## src/rtl/vblnk_write_arbiter.sv

```systemverilog
// Round-robin arbiter sharing one frame-buffer write port between N_REQ drawing
// masters; writes are only granted while the display is in vertical blanking.
module vblnk_write_arbiter #(
    parameter int N_REQ     = 4,
    parameter int ADDR_W    = 16,
    parameter int DATA_W    = 12,
    parameter int MAX_BURST = 64
) (
    input  logic                    clk,
    input  logic                    rst,
    input  logic                    vblnk,
    input  logic [N_REQ-1:0]        req,
    input  logic [N_REQ-1:0]        last,
    input  logic [N_REQ*ADDR_W-1:0] addr_in,
    input  logic [N_REQ*DATA_W-1:0] data_in,
    output logic [N_REQ-1:0]        gnt,
    output logic                    wr_en,
    output logic [ADDR_W-1:0]       wr_addr,
    output logic [DATA_W-1:0]       wr_data,
    output logic                    frame_start,
    output logic                    busy
);
    localparam int IDX_W = (N_REQ > 1) ? $clog2(N_REQ) : 1;
    localparam int CNT_W = $clog2(MAX_BURST) + 1;
    localparam logic [CNT_W-1:0] LAST_CNT = CNT_W'(MAX_BURST - 1);

    typedef enum logic [1:0] {IDLE, ARB, GRANT} state_t;

    state_t            state, state_nxt;
    logic [IDX_W-1:0]  rr_ptr, rr_ptr_nxt;
    logic [IDX_W-1:0]  sel, sel_nxt, cand;
    logic [CNT_W-1:0]  beat_cnt, beat_cnt_nxt;
    logic              vblnk_d;
    logic              found, beat, burst_end;
    logic [N_REQ-1:0]  gnt_nxt;
    logic              wr_en_nxt;
    logic [ADDR_W-1:0] wr_addr_nxt;
    logic [DATA_W-1:0] wr_data_nxt;

    function automatic logic [IDX_W-1:0] wrap_add(input logic [IDX_W-1:0] base, input int offs);
        int s;
        s = int'(base) + offs;
        if (s >= N_REQ) s = s - N_REQ;
        return IDX_W'(s);
    endfunction

    // Scan from the far end back toward rr_ptr so the nearest requester wins.
    always_comb begin
        found = 1'b0;
        cand  = rr_ptr;
        for (int k = N_REQ - 1; k >= 0; k--) begin
            if (req[wrap_add(rr_ptr, k)]) begin
                found = 1'b1;
                cand  = wrap_add(rr_ptr, k);
            end
        end
    end

    // Any non-beat cycle in GRANT means req dropped or blanking ended.
    assign beat      = (state == GRANT) && req[sel] && vblnk;
    assign burst_end = (state == GRANT) && (!beat || last[sel] || beat_cnt == LAST_CNT);

    always_ff @(posedge clk) begin
        if (rst) begin
            state       <= IDLE;
            rr_ptr      <= '0;
            sel         <= '0;
            beat_cnt    <= '0;
            vblnk_d     <= 1'b0;
            gnt         <= '0;
            wr_en       <= 1'b0;
            wr_addr     <= '0;
            wr_data     <= '0;
            frame_start <= 1'b0;
            busy        <= 1'b0;
        end else begin
            state       <= state_nxt;
            rr_ptr      <= rr_ptr_nxt;
            sel         <= sel_nxt;
            beat_cnt    <= beat_cnt_nxt;
            vblnk_d     <= vblnk;
            gnt         <= gnt_nxt;
            wr_en       <= wr_en_nxt;
            wr_addr     <= wr_addr_nxt;
            wr_data     <= wr_data_nxt;
            frame_start <= vblnk & ~vblnk_d;
            busy        <= (state_nxt == GRANT);
        end
    end

    always_comb begin
        state_nxt = state;
        case (state)
            IDLE:    if (vblnk) state_nxt = ARB;
            ARB: begin
                if (!vblnk)     state_nxt = IDLE;
                else if (found) state_nxt = GRANT;
            end
            GRANT:   if (burst_end) state_nxt = vblnk ? ARB : IDLE;
            default: state_nxt = IDLE;
        endcase
    end

    always_comb begin
        gnt_nxt      = gnt;
        wr_en_nxt    = 1'b0;
        wr_addr_nxt  = wr_addr;
        wr_data_nxt  = wr_data;
        beat_cnt_nxt = beat_cnt;
        rr_ptr_nxt   = rr_ptr;
        sel_nxt      = sel;
        case (state)
            IDLE: gnt_nxt = '0;
            ARB: begin
                gnt_nxt = '0;
                if (vblnk && found) begin
                    gnt_nxt      = N_REQ'(1) << cand;
                    sel_nxt      = cand;
                    beat_cnt_nxt = '0;
                end
            end
            GRANT: begin
                if (beat) begin
                    wr_en_nxt    = 1'b1;
                    wr_addr_nxt  = addr_in[int'(sel) * ADDR_W +: ADDR_W];
                    wr_data_nxt  = data_in[int'(sel) * DATA_W +: DATA_W];
                    beat_cnt_nxt = beat_cnt + 1'b1;
                end
                if (burst_end) begin
                    gnt_nxt    = '0;
                    rr_ptr_nxt = wrap_add(sel, 1);
                end
            end
            default: gnt_nxt = '0;
        endcase
    end
endmodule
```

## config.mk

```make
export PLATFORM = sky130hd
export DESIGN_NAME = vblnk_write_arbiter
export DESIGN_NICKNAME = d
export VERILOG_FILES = /design/src/rtl/vblnk_write_arbiter.sv
export SDC_FILE = /design/constraint.sdc
export NUM_CORES = 1
export LEC_CHECK = 0
export ABC_CLOCK_PERIOD_IN_PS = 2400
export BUFFER_PORTS_ARGS = -buffer_cell sky130_fd_sc_hd__buf_2
export CORE_MARGIN = 2
export CORE_UTILIZATION = 44
export CTS_CLUSTER_DIAMETER = 120
export CTS_CLUSTER_SIZE = 10
export DETAILED_ROUTE_END_ITERATION = 7
export GPL_TIMING_DRIVEN = 0
export PLACE_DENSITY = 0.8
export SLEW_MARGIN = 40
export SYNTH_ARGS = -nofsm -noshare
export SYNTH_HDL_FRONTEND = slang
export SYNTH_SLANG_ARGS = --single-unit
export TNS_END_PERCENT = 20
```

## constraint.sdc

```tcl
create_clock -name clk -period 2.4 [get_ports clk]
set_input_delay 0.48 -clock clk [delete_from_list [all_inputs] [get_ports clk]]
set_output_delay 0.48 -clock clk [all_outputs]
set_load 0.01 [all_outputs]
```

==> metrics, run 1 <==
Worst Max-Slew Pin Slew about 600 ps; total leakage power about 1.6 nW; reg2reg setup slack around 520 ps; most common cell in the synthesized netlist dfxtp_1; routed vias/inst about 5.5; CP peak stage delay 550 ps; largest net degree at the start of global routing 16; final wirelength between 7000 and 8000 µm; crit path max-delay cell type mux4_2; die area 6950 µm²; vias in the first global route 2874; Core Rows 28; list of most frequent post-synthesis cells dfxtp_1, nor2_1, mux4_2; slew margin rel. 59.9%; Synth top area share 35.4%; period utilization between 70 and 80%; root buf cell clkbuf_8; Seq cells post-synth 49; achievable clock frequency 533 MHz; detailed-route via count approximately 2700; wire length per cell between 15 and 20 µm; post-synth top area cell dfxtp_1; H-tree Lvls 2; First-pass DRT Iterations 4; initial antenna violation count 0; total stage count of the critical path 5; WP data required 2650 ps; post-route ant nets 0; Starting Density between 40 and 50%; Hold WS between 300 and 400 ps; Final Non-Filler Cells about 490; die height 83.4 µm; grt total ovfl 0; Critical Path, Cell by Cell buf_6 -> mux4_2 -> a41oi_4 -> nor3b_4 -> a32o_1; fill count about 500; Clock transition at path regs about 90 ps; dpl cells about 480; VDD IR max 0.303 mV; DR iter-0 viols approximately 150; maximum root-to-sink buffer count 2; Core ar. between 5000 and 6000 µm²; WP buf/inv 1; PnR worst setup slack around 520 ps; YS warnings 0; Most used DFF post-synth dfxtp_1; Syn Nets about 370; worst-path fanout max 10; wire length of the first global-routing pass around 13000 µm; Final GP Congestion around 0.80; setup bufs post-CTS 0; register area share after synthesis between 30 and 40%; Syn Std Cell Area about 2800 µm²; unrepaired setup endpoints after global routing false; top cells by area, synth dfxtp_1, mux4_2, mux2i_1; share of layout cells above drive strength 1 between 50% and 60%; Syn Inst Count between 200 and 250; diodes inserted 0; Crit Path Category reg -> reg; Distinct cells, synth a little under 50; worst slack, placed 491 ps; Syn-to-layout area delta 36.1%; Final HPWL DP slightly above 6000 µm; CTS Buf Count 5; Post-CTS Hold Fix Bufs 0; Hold Crit Class reg -> reg; CP delay by family, top multiplexers; chip width between 80 and 90 µm; total power draw around 0.0017 W; status finished clean; Worst Skew between 7 and 8 ps; Worst EP arrival between 2000 and 2500 ps; number of synthesized flops with an enable pin 0; fin. max-slew vios 0; hold depth 1; final hold vios 0; startpoint types flop; number of setup violations in the final report 0; Final #Nets 533; IO buf count approximately 160; Worst Reg-to-Reg Cells 5; setup TNS 0 ps; P per Cell Area 457 nW/µm²; Avg Synthesized Cell Area 11.3 µm²; crit path capture type flop; crit path time final between 1500 and 2000 ps; Max Cap Viol 0; fraction of registers with async set/reset 0%; Sink Count slightly below 50; GRT Overall Usage 22.9%; CTS tree yes; DR DRC count 0; post-cts gate resize count 0; IO Count ~160; Clock Latency Late Sink 310 ps
per-stage QoR:
stage | util, % | cell area (µm²)
after global routing | 63.0 | 3770
after detailed placement | 61.0 | 3650
after global placement | 61.0 | 3650
after floorplan | - | 2770
final | 63.0 | 3770
after CTS | 63.0 | 3770
worst register-to-register path, cell delays in order (launching register included):
cell and delay, ps:
dfxtp_1 330, buf_6 150, mux4_2 550, a41oi_4 310
nor3b_4 320, a32o_1 160
kinds of logic (layout without fill, tap and decap cells):
logic type               Yosys count  in the layout  share of synthesized area [%]
adder cells (fa/ha/maj)            1              1                          0.451
XOR/XNOR                           2              2                          0.632
buffers and inverters             24            189                           4.29
AND/OR/NAND/NOR                   71             71                           13.4
flip-flops                        49             49                           35.4
AO/OA/AOI/OAI                     39             39                           11.1
multiplexers                      59             59                           34.7
registers in the layout, indices dropped and copies added, names as in the netlist:
| name | count |
|---|---|
| wr_addr | 16 |
| rr_ptr | 2 |
| busy | 1 |
| state | 2 |
| wr_en | 1 |
| vblnk_d | 1 |
| beat_cnt | 7 |
| sel | 2 |
| wr_data | 12 |
| frame_start | 1 |
| gnt | 4 |
area by class of cell:
cell class / count / area (µm²) / area share (%)
tap: 75 / 93.8 / 2.49
timing repair buffer: 157 / 786 / 20.8
inverter: 7 / 26.3 / 0.697
clock inverter: 2 / 37.5 / 0.995
sequential: 49 / 981 / 26.0
multi-input combinational: 172 / 1670 / 44.3
clock buffer: 6 / 82.6 / 2.19
buffer: 17 / 92.6 / 2.45
report_power, final:
part,leakage (nW),switching [W],internal [W]
logic,1.18,0.000105,0.000156
clock network,0.0574,0.000293,0.000339
registers,0.396,0.00000615,0.000822
path summary, 6_finish.rpt:
check,from,to
worst max-delay path,sel[0],gnt[2]
worst min-delay path,vblnk_d,frame_start
worst max register to register,sel[0],gnt[2]
worst min register to register,vblnk_d,frame_start
placed cells by master, fill, tap and decap left out, types with 2 or more instances in the layout:
cell	netlist	layout
a211oi_1	3	3
a21o_1	2	2
a21oi_1	12	12
a32o_1	3	3
and3b_1	2	2
buf_2	5	162
buf_4	2	2
buf_6	2	2
clkbuf_1	7	7
clkbuf_8	0	6
dfxtp_1	49	49
inv_1	7	7
mux2_4	2	2
mux2i_1	28	28
mux4_2	29	29
nand2_1	7	7
nand2b_1	5	5
nand3_1	4	4
nor2_1	34	34
nor3b_1	2	2
o21a_1	2	2
o21ai_0	2	2
o21bai_1	2	2
o31ai_1	3	3
or2_2	2	2
or4_1	5	5
metal layers:
metal  part of all wire (%)  GRT usage [%]  vias to the layer above
li1                       -              -                     1260
met1                     38           25.0                     1254
met2                     52           41.3                      110
met3                    6.6           6.56                       27
met4                    3.5           9.69                        0
met5                      0              0                        -
No activity file was read; power rests on OpenSTA's default activity.
==> run 2, diff against run 1 <==
--- a/config.mk
+++ b/config.mk
@@ -5,15 +5,15 @@
 export SDC_FILE = /design/constraint.sdc
 export NUM_CORES = 1
 export LEC_CHECK = 0
-export ABC_CLOCK_PERIOD_IN_PS = 2400
+export ABC_CLOCK_PERIOD_IN_PS = 1500
 export BUFFER_PORTS_ARGS = -buffer_cell sky130_fd_sc_hd__buf_2
 export CORE_MARGIN = 2
-export CORE_UTILIZATION = 44
+export CORE_UTILIZATION = 40
 export CTS_CLUSTER_DIAMETER = 120
 export CTS_CLUSTER_SIZE = 10
 export DETAILED_ROUTE_END_ITERATION = 7
 export GPL_TIMING_DRIVEN = 0
-export PLACE_DENSITY = 0.8
+export PLACE_DENSITY = 0.77
 export SLEW_MARGIN = 40
 export SYNTH_ARGS = -nofsm -noshare
 export SYNTH_HDL_FRONTEND = slang
==> constraint.sdc (replaced) <==
create_clock -name clk -period 1.5 [get_ports clk]
set_input_delay 0.3 -clock clk [delete_from_list [all_inputs] [get_ports clk]]
set_output_delay 0.3 -clock clk [all_outputs]
set_load 0.01 [all_outputs]
==> run 2 against run 1 <==
  * Critical endpoint is now gnt[0]
  * Clock skew is 1.7 ps lower
  * The flow now finishes with violations (negative setup slack)
  * Core utilization is 4.1 points lower
  * Sequential power is 60% higher
  * Largest cell class unchanged
  * Setup slack worse by 820 ps
  * Design area is 5.4% higher
  * Via count is 1.2% higher
==> metrics, run 2 (synthesized netlist as in run 1, its figures left out) <==
status finished with violations (was finished clean); Core Rows 30 (was 28); Crit Path Category reg -> reg (unchanged); First-pass DRT Iterations 4 (unchanged); Starting Density 41.0% (was 46.3%); IO Count 158 (unchanged); design area 3980 µm² (was 3770 µm²); Pint 0.00191 W (was 0.00132 W); largest net degree at the start of global routing 15 (was 16); Flop pwr share 52.4% (was 48.1%); wire length of the first global-routing pass 12300 µm (was 13000 µm); number of setup violations in the final report 44 (was 0); hold path endpoint frame_start (unchanged); CTS tree yes (unchanged); register with the most flip-flops wr_addr (unchanged); Final #Nets 545 (was 533); GRT Overall Usage 20.5% (was 22.9%); Core ar. 6760 µm² (was 5990 µm²); routed vias/inst 5.34 (was 5.47); crit path capture type flop (unchanged); Syn-to-layout area delta 43.5% (was 36.1%); wire length per cell 15.1 µm (was 15.7 µm); PnR worst setup slack -297 ps (was 524 ps); unrepaired setup endpoints after global routing true (was false); Worst EP arrival 2040 ps (was 2130 ps); R2R Path Start sel[0] (unchanged); final wirelength 7590 µm (was 7630 µm); Worst Reg-to-Reg Cells 5 (unchanged); Max Cap Viol 0 (unchanged); total leakage power 1.73 nW (was 1.64 nW); Hold WS 391 ps (was 387 ps); final hold vios 0 (unchanged); slew margin rel. 64.8% (was 59.9%); Post-CTS Hold Fix Bufs 0 (unchanged); share of layout cells above drive strength 1 56.9% (was 52.0%); diodes inserted 0 (unchanged); DR iter-0 viols 74 (was 153); maximum root-to-sink buffer count 2 (unchanged); startpoint types flop (unchanged); DR DRC count 0 (unchanged); root buf cell clkbuf_8 (unchanged); Final GP Congestion 0.803 (was 0.801); Hold Crit Class reg -> reg (unchanged); max reg flops 16 (unchanged); WP data required 1740 ps (was 2650 ps); H-tree Lvls 2 (unchanged); Cell Area, Placed 3680 µm² (was 3650 µm²); post-route ant nets 0 (unchanged); sw frac 24.5% (was 23.5%); vias in the first global route 2667 (was 2874); IO buf count 157 (unchanged); setup TNS -7000 ps (was 0 ps); P per Cell Area 637 nW/µm² (was 457 nW/µm²); Sink Count 49 (unchanged); Clock Latency Late Sink 300 ps (was 310 ps); period utilization 120% (was 78.2%); clock network power share 29.8% (was 36.7%); Core Util, Final 58.9% (was 63.0%); hold depth 1 (unchanged); die height 87.3 µm (was 83.4 µm); multi-input logic area 1730 µm² (was 1670 µm²); Worst Min Path Start vblnk_d (unchanged); fill count 604 (was 499); Seq. cell area 985 µm² (was 981 µm²); fin. max-slew vios 0 (unchanged); detailed-route via count 2683 (was 2651); failing checks negative setup slack; Comb power frac 17.8% (was 15.2%); crit path time final 1800 ps (was 1880 ps); most frequent cells in the layout buf_2, dfxtp_1, nor2_1 (unchanged); Worst Skew 5.45 ps (was 7.16 ps); VDD IR max 0.384 mV (was 0.303 mV); biggest regs wr_addr x16, wr_data x12, beat_cnt x7 (unchanged); most common cell after layout, fill and taps aside buf_2 (unchanged); worst-path fanout max 8 (was 10); grt total ovfl 0 (unchanged); Worst Max-Slew Pin Slew 528 ps (was 600 ps); die area 7610 µm² (was 6950 µm²); initial antenna violation count 0 (unchanged); CTS Buf Count 5 (unchanged); total power draw 0.00253 W (was 0.00172 W); Final HPWL DP 5840 µm (was 6200 µm); Switch Pwr 0.000621 W (was 0.000405 W); Clock transition at path regs 90 ps (about the same); achievable clock frequency 556 MHz (was 533 MHz); reg2reg setup slack -300 ps (was 520 ps); r2r endpoint gnt[0] (was gnt[2]); chip width 87.3 µm (was 83.4 µm)
-- run 2: cell count changes in the layout (fill, tap and decap cells not counted), sizes merged --
cell and change:
clkinv +2, buf +11, clkinvlp -1, clkbuf +1, bufinv -1
-- run 2: metrics by stage --
stage | instances | setup slack (ps)
3_3_place_gp | 482 | -314
3_5_place_dp | 482 | -343
5_1_grt | 502 | -361
4_1_cts | 496 | -288
6_report | 502 | -297
2_1_floorplan | 245 | -135
-- run 2: what timing repair did --
| item | 4_1_cts | 5_1_grt |
|---|---|---|
| gates resized for setup | 19 | 13 |
| setup buffers | 6 | 4 |
| pin swaps | 9 | 11 |
| gates cloned | 0 | 2 |
| endpoints found under the setup margin | 46 | 46 |
-- run 2: worst max path at each step --
stage	start	to	slack [ps]
2_1_floorplan	sel[0]	gnt[0]	-130
3_3_place_gp	sel[0]	gnt[0]	-310
3_5_place_dp	sel[0]	gnt[0]	-340
4_1_cts	sel[0]	gnt[0]	-290
5_1_grt	sel[0]	gnt[0]	-360
6_report	sel[0]	gnt[0]	-300
-- run 2: metal layers --
metal | vias up | wire length [µm] | GRT usage, %
li1 | 1293 | - | -
met5 | - | 0 | 0
met2 | 104 | 3920 | 36.1
met3 | 10 | 462 | 3.98
met4 | 0 | 104 | 5.73
met1 | 1276 | 3100 | 25.5
-- run 2: area by class of cell --
type                       count  area share [%]
inverter                       7           0.661
sequential                    49            24.8
buffer                        17            3.84
multi-input combinational    172            43.6
timing repair buffer         169            22.6
tap                           80            2.52
clock inverter                 2           0.252
clock buffer                   6            1.82
-- run 2: critical path, stage by stage, from the launching register on --
cell and delay, ps:
dfxtp_2 340, buf_8 120, mux4_2 540, a41oi_4 260, nor3b_4 320, a32o_1 160
-- run 2: power groups by stage --
stage	Clock (W)	Combinational, W	Sequential, W
after floorplan	0	0.000210	0.00136
after global placement	0	0.000407	0.00136
after detailed placement	0	0.000420	0.00136
after CTS	0.000788	0.000439	0.00133
after global routing	0.000834	0.000493	0.00133
final	0.000755	0.000452	0.00133
==> run 3, diff against run 2 <==
--- a/config.mk
+++ b/config.mk
@@ -5,12 +5,12 @@
 export SDC_FILE = /design/constraint.sdc
 export NUM_CORES = 1
 export LEC_CHECK = 0
+export ABC_AREA = 1
 export ABC_CLOCK_PERIOD_IN_PS = 1500
 export BUFFER_PORTS_ARGS = -buffer_cell sky130_fd_sc_hd__buf_2
-export CORE_MARGIN = 2
-export CORE_UTILIZATION = 40
+export CORE_UTILIZATION = 41
 export CTS_CLUSTER_DIAMETER = 120
-export CTS_CLUSTER_SIZE = 10
+export CTS_CLUSTER_SIZE = 24
 export DETAILED_ROUTE_END_ITERATION = 7
 export GPL_TIMING_DRIVEN = 0
 export PLACE_DENSITY = 0.77
==> run 3 against run 2 <==
  * The flow still finishes with violations (negative setup slack)
  * Sequential cell count is the same
  * Total power rose by 25%
  * Sequential share of layout area fell by 2.1 points
  * Hold slack worse by 75 ps
  * Combinational power is 56% higher
  * Clock skew decreased by 0.50 ps
  * Synthesized area up 6.9%
  * Via count is 47% higher
  * Sequential power about the same
  * Non-clock buffer count is 19 higher
  * Critical path type unchanged
  * Critical endpoint is now beat_cnt[0]
  * Largest cell class unchanged
  * Largest power group unchanged
==> metrics, run 3 <==
status finished with violations (unchanged); failing checks negative setup slack (unchanged); top cells by area, synth dfxtp_1, nand2_1, o21ai_0 (was dfxtp_1, mux4_2, mux2i_1); Most used DFF post-synth dfxtp_1 (unchanged); Pint 0.00229 W (was 0.00191 W); CP most frequent cell nand2_2; R2R Path Start rr_ptr[0] (was sel[0]); First-pass DRT Iterations 5 (was 4); crit path time final 1660 ps (was 1800 ps); post-synth top area cell dfxtp_1 (unchanged); most common cell in the synthesized netlist nand2_1 (was dfxtp_1); Top Metal Used met4 (unchanged); YS warnings 0 (unchanged); slew margin rel. 58.8% (was 64.8%); Distinct cells, synth 29 (was 49); sw frac 27.6% (was 24.5%); die height 87.0 µm (was 87.3 µm); most common cell after layout, fill and taps aside buf_2 (unchanged); clock network power share 35.6% (was 29.8%); Worst Max-Slew Pin Slew 618 ps (was 528 ps); Switch Pwr 0.000873 W (was 0.000621 W); WP buf/inv 2 (was 1); CP delay by family, top simple AND/OR/NAND/NOR gates (was multiplexers); share of layout cells above drive strength 1 39.1% (was 56.9%); wl on met1 4280 µm (was 3100 µm); total leakage power 2.03 nW (was 1.73 nW); CTS Buf Count 5 (unchanged); register with the most flip-flops wr_addr (unchanged); Final #Nets 776 (was 545); Syn Std Cell Area 2970 µm² (was 2770 µm²); H-tree Lvls 2 (unchanged); fraction of registers with async set/reset 0% (unchanged); Avg Synthesized Cell Area 6.30 µm² (was 11.3 µm²); P per Cell Area 725 nW/µm² (was 637 nW/µm²); maximum root-to-sink buffer count 2 (unchanged); DR DRC count 0 (unchanged); list of most frequent post-synthesis cells nand2_1, nor2_1, o21ai_0 (was dfxtp_1, nor2_1, mux4_2); register area share after synthesis 33.1% (was 35.4%); Clock transition at path regs 90 ps (about the same); VDD IR max 0.501 mV (was 0.384 mV); crit path max-delay cell type dfxtp_2 (was mux4_2); final hold vios 0 (unchanged); GRT Overall Usage 28.8% (was 20.5%); DR iter-0 viols 185 (was 74); IO Count 158 (unchanged); Seq cells post-synth 49 (unchanged); Hold WS 316 ps (was 391 ps); largest net degree at the start of global routing 16 (was 15); Worst Min Path Start vblnk (was vblnk_d); Max Cap Viol 0 (unchanged); Comb power frac 22.2% (was 17.8%); detailed-route via count 3942 (was 2683); Starting Density 42.9% (was 41.0%); worst slack, placed -394 ps (was -343 ps); number of setup violations in the final report 45 (was 44); Worst Skew 4.95 ps (was 5.45 ps); Final GP Congestion 0.898 (was 0.803); CP peak stage delay 340 ps (was 540 ps); Core Rows 30 (unchanged); achievable clock frequency 604 MHz (was 556 MHz); worst-path fanout max 8 (unchanged); grt total ovfl 0 (unchanged); initial antenna violation count 0 (unchanged); wire length per cell 14.3 µm (was 15.1 µm); WP data required 1760 ps (was 1740 ps); Sink Count 49 (unchanged); final wirelength 10700 µm (was 7590 µm); die area 7580 µm² (was 7610 µm²); biggest regs wr_addr x16, wr_data x12, beat_cnt x7 (unchanged); Core ar. 6910 µm² (was 6760 µm²); most frequent cells in the layout buf_2, nand2_1, nor2_1 (was buf_2, dfxtp_1, nor2_1); max reg flops 16 (unchanged); Crit. Startpoint rr_ptr[0] (was sel[0]); period utilization 110% (was 120%); Clock Latency Late Sink 310 ps (was 300 ps); wire length of the first global-routing pass 17000 µm (was 12300 µm); Post-CTS Hold Fix Bufs 0 (unchanged); Flop pwr share 42.2% (was 52.4%); Hold Crit Class in -> reg (was reg -> reg); fin. max-slew vios 0 (unchanged); startpoint types flop (unchanged); CTS tree yes (unchanged); Final HPWL DP 7830 µm (was 5840 µm); vias in the first global route 3731 (was 2667); diodes inserted 0 (unchanged); crit path capture type flop (unchanged); Syn Inst Count 471 (was 245); total power draw 0.00317 W (was 0.00253 W); unrepaired setup endpoints after global routing true (unchanged); Syn-to-layout area delta 47.3% (was 43.5%); IO buf count 156 (was 157); Worst EP arrival 1910 ps (was 2040 ps); PnR worst setup slack -155 ps (was -297 ps); root buf cell clkbuf_8 (unchanged); post-route ant nets 0 (unchanged); Met2 Wirelength 5410 µm (was 3920 µm); Crit Path Category reg -> reg (unchanged); setup TNS -2920 ps (was -7000 ps); number of synthesized flops with an enable pin 0 (unchanged); Critical Path, Cell by Cell buf_6 -> inv_8 -> nand2_2 -> nand2_2 -> nand2_2 -> nand2_2 -> nor2_4 -> a21oi_4 -> nor2_4 -> or2_1 -> a21oi_2 (was buf_8 -> mux4_2 -> a41oi_4 -> nor3b_4 -> a32o_1); routed vias/inst 5.26 (was 5.34); chip width 87.0 µm (was 87.3 µm); Synth top area share 33.1% (was 35.4%); Syn Nets 595 (was 369); met3 wire len 773 µm (was 462 µm)
[run 3: cell types whose count changed in the layout (fill, tap and decap cells not counted), moves of 10 or more]
cell / change
mux2i_1: -28
a21oi_2: +12
a21oi_1: +20
nand2_1: +92
inv_1: +11
nor2_1: +44
o22ai_1: +28
mux4_2: -29
nand2_2: +10
nand3_1: +11
o21ai_0: +61
buf_4: +11
[run 3: through the flow]
step | cells | util (%) | instance area (µm²)
after CTS | 745 | 61.7 | 4260
after detailed placement | 723 | 56.0 | 3870
after floorplan | 471 | - | 2970
final | 749 | 63.2 | 4370
after global placement | 723 | 56.0 | 3870
after global routing | 749 | 63.2 | 4370
[run 3: worst reg2reg max path, stage by stage, from the launching register on]
cell     delay (ps)
dfxtp_2         340
buf_6           130
inv_8            90
nand2_2          50
nand2_2         100
nand2_2          60
nand2_2         100
nor2_4           50
a21oi_4         230
nor2_4           90
or2_1           250
a21oi_2         110
[run 3: layout make-up]
| class | instances | area (µm²) |
|---|---|---|
| Multi-Input combinational cell | 367 | 1870 |
| Clock buffer | 5 | 68.8 |
| Fill cell | 662 | 2540 |
| Tap cell | 96 | 120 |
| Sequential cell | 49 | 988 |
| Buffer | 30 | 195 |
| Clock inverter | 3 | 65.1 |
| Timing Repair Buffer | 175 | 953 |
| Inverter | 24 | 105 |
[run 3: kinds of logic after synthesis]
kind of cell,Yosys count,share of synthesized area [%]
adders and majority gates,1,0.422
DFF,49,33.1
and+or+nand+nor,222,31.6
AOI/OAI and AO/OA,140,25.6
buffers and inverters,55,8.10
xor gates and xnor gates,4,1.18
[run 3: repair_timing]
action | 4_1_cts | 5_1_grt
gates cloned | 2 | 0
buffers inserted | 12 | 5
resized for setup | 47 | 25
endpoints found under the setup margin | 46 | 46
pin swaps | 7 | 4
[run 3: power groups by stage]
stage	clock, W	sequential [W]	combinational [W]
3_3_place_gp	0	0.00136	0.000596
2_1_floorplan	0	0.00137	0.000344
3_5_place_dp	0	0.00137	0.000608
5_1_grt	0.00119	0.00134	0.000774
6_report	0.00113	0.00134	0.000703
4_1_cts	0.00113	0.00134	0.000666
[run 3: final timing paths]
path                  to  slack, ps  depth (start not counted)
max          beat_cnt[0]       -160                         11
min              vblnk_d        320                          3
max reg2reg  beat_cnt[0]       -160                         11
min reg2reg  frame_start        400                          1
[run 3: layer usage]
layer | up-vias | track usage (%)
li1 | 1919 | -
met1 | 1803 | 34.0
met2 | 199 | 50.0
met3 | 21 | 6.26
met4 | 0 | 12.3
met5 | - | 0
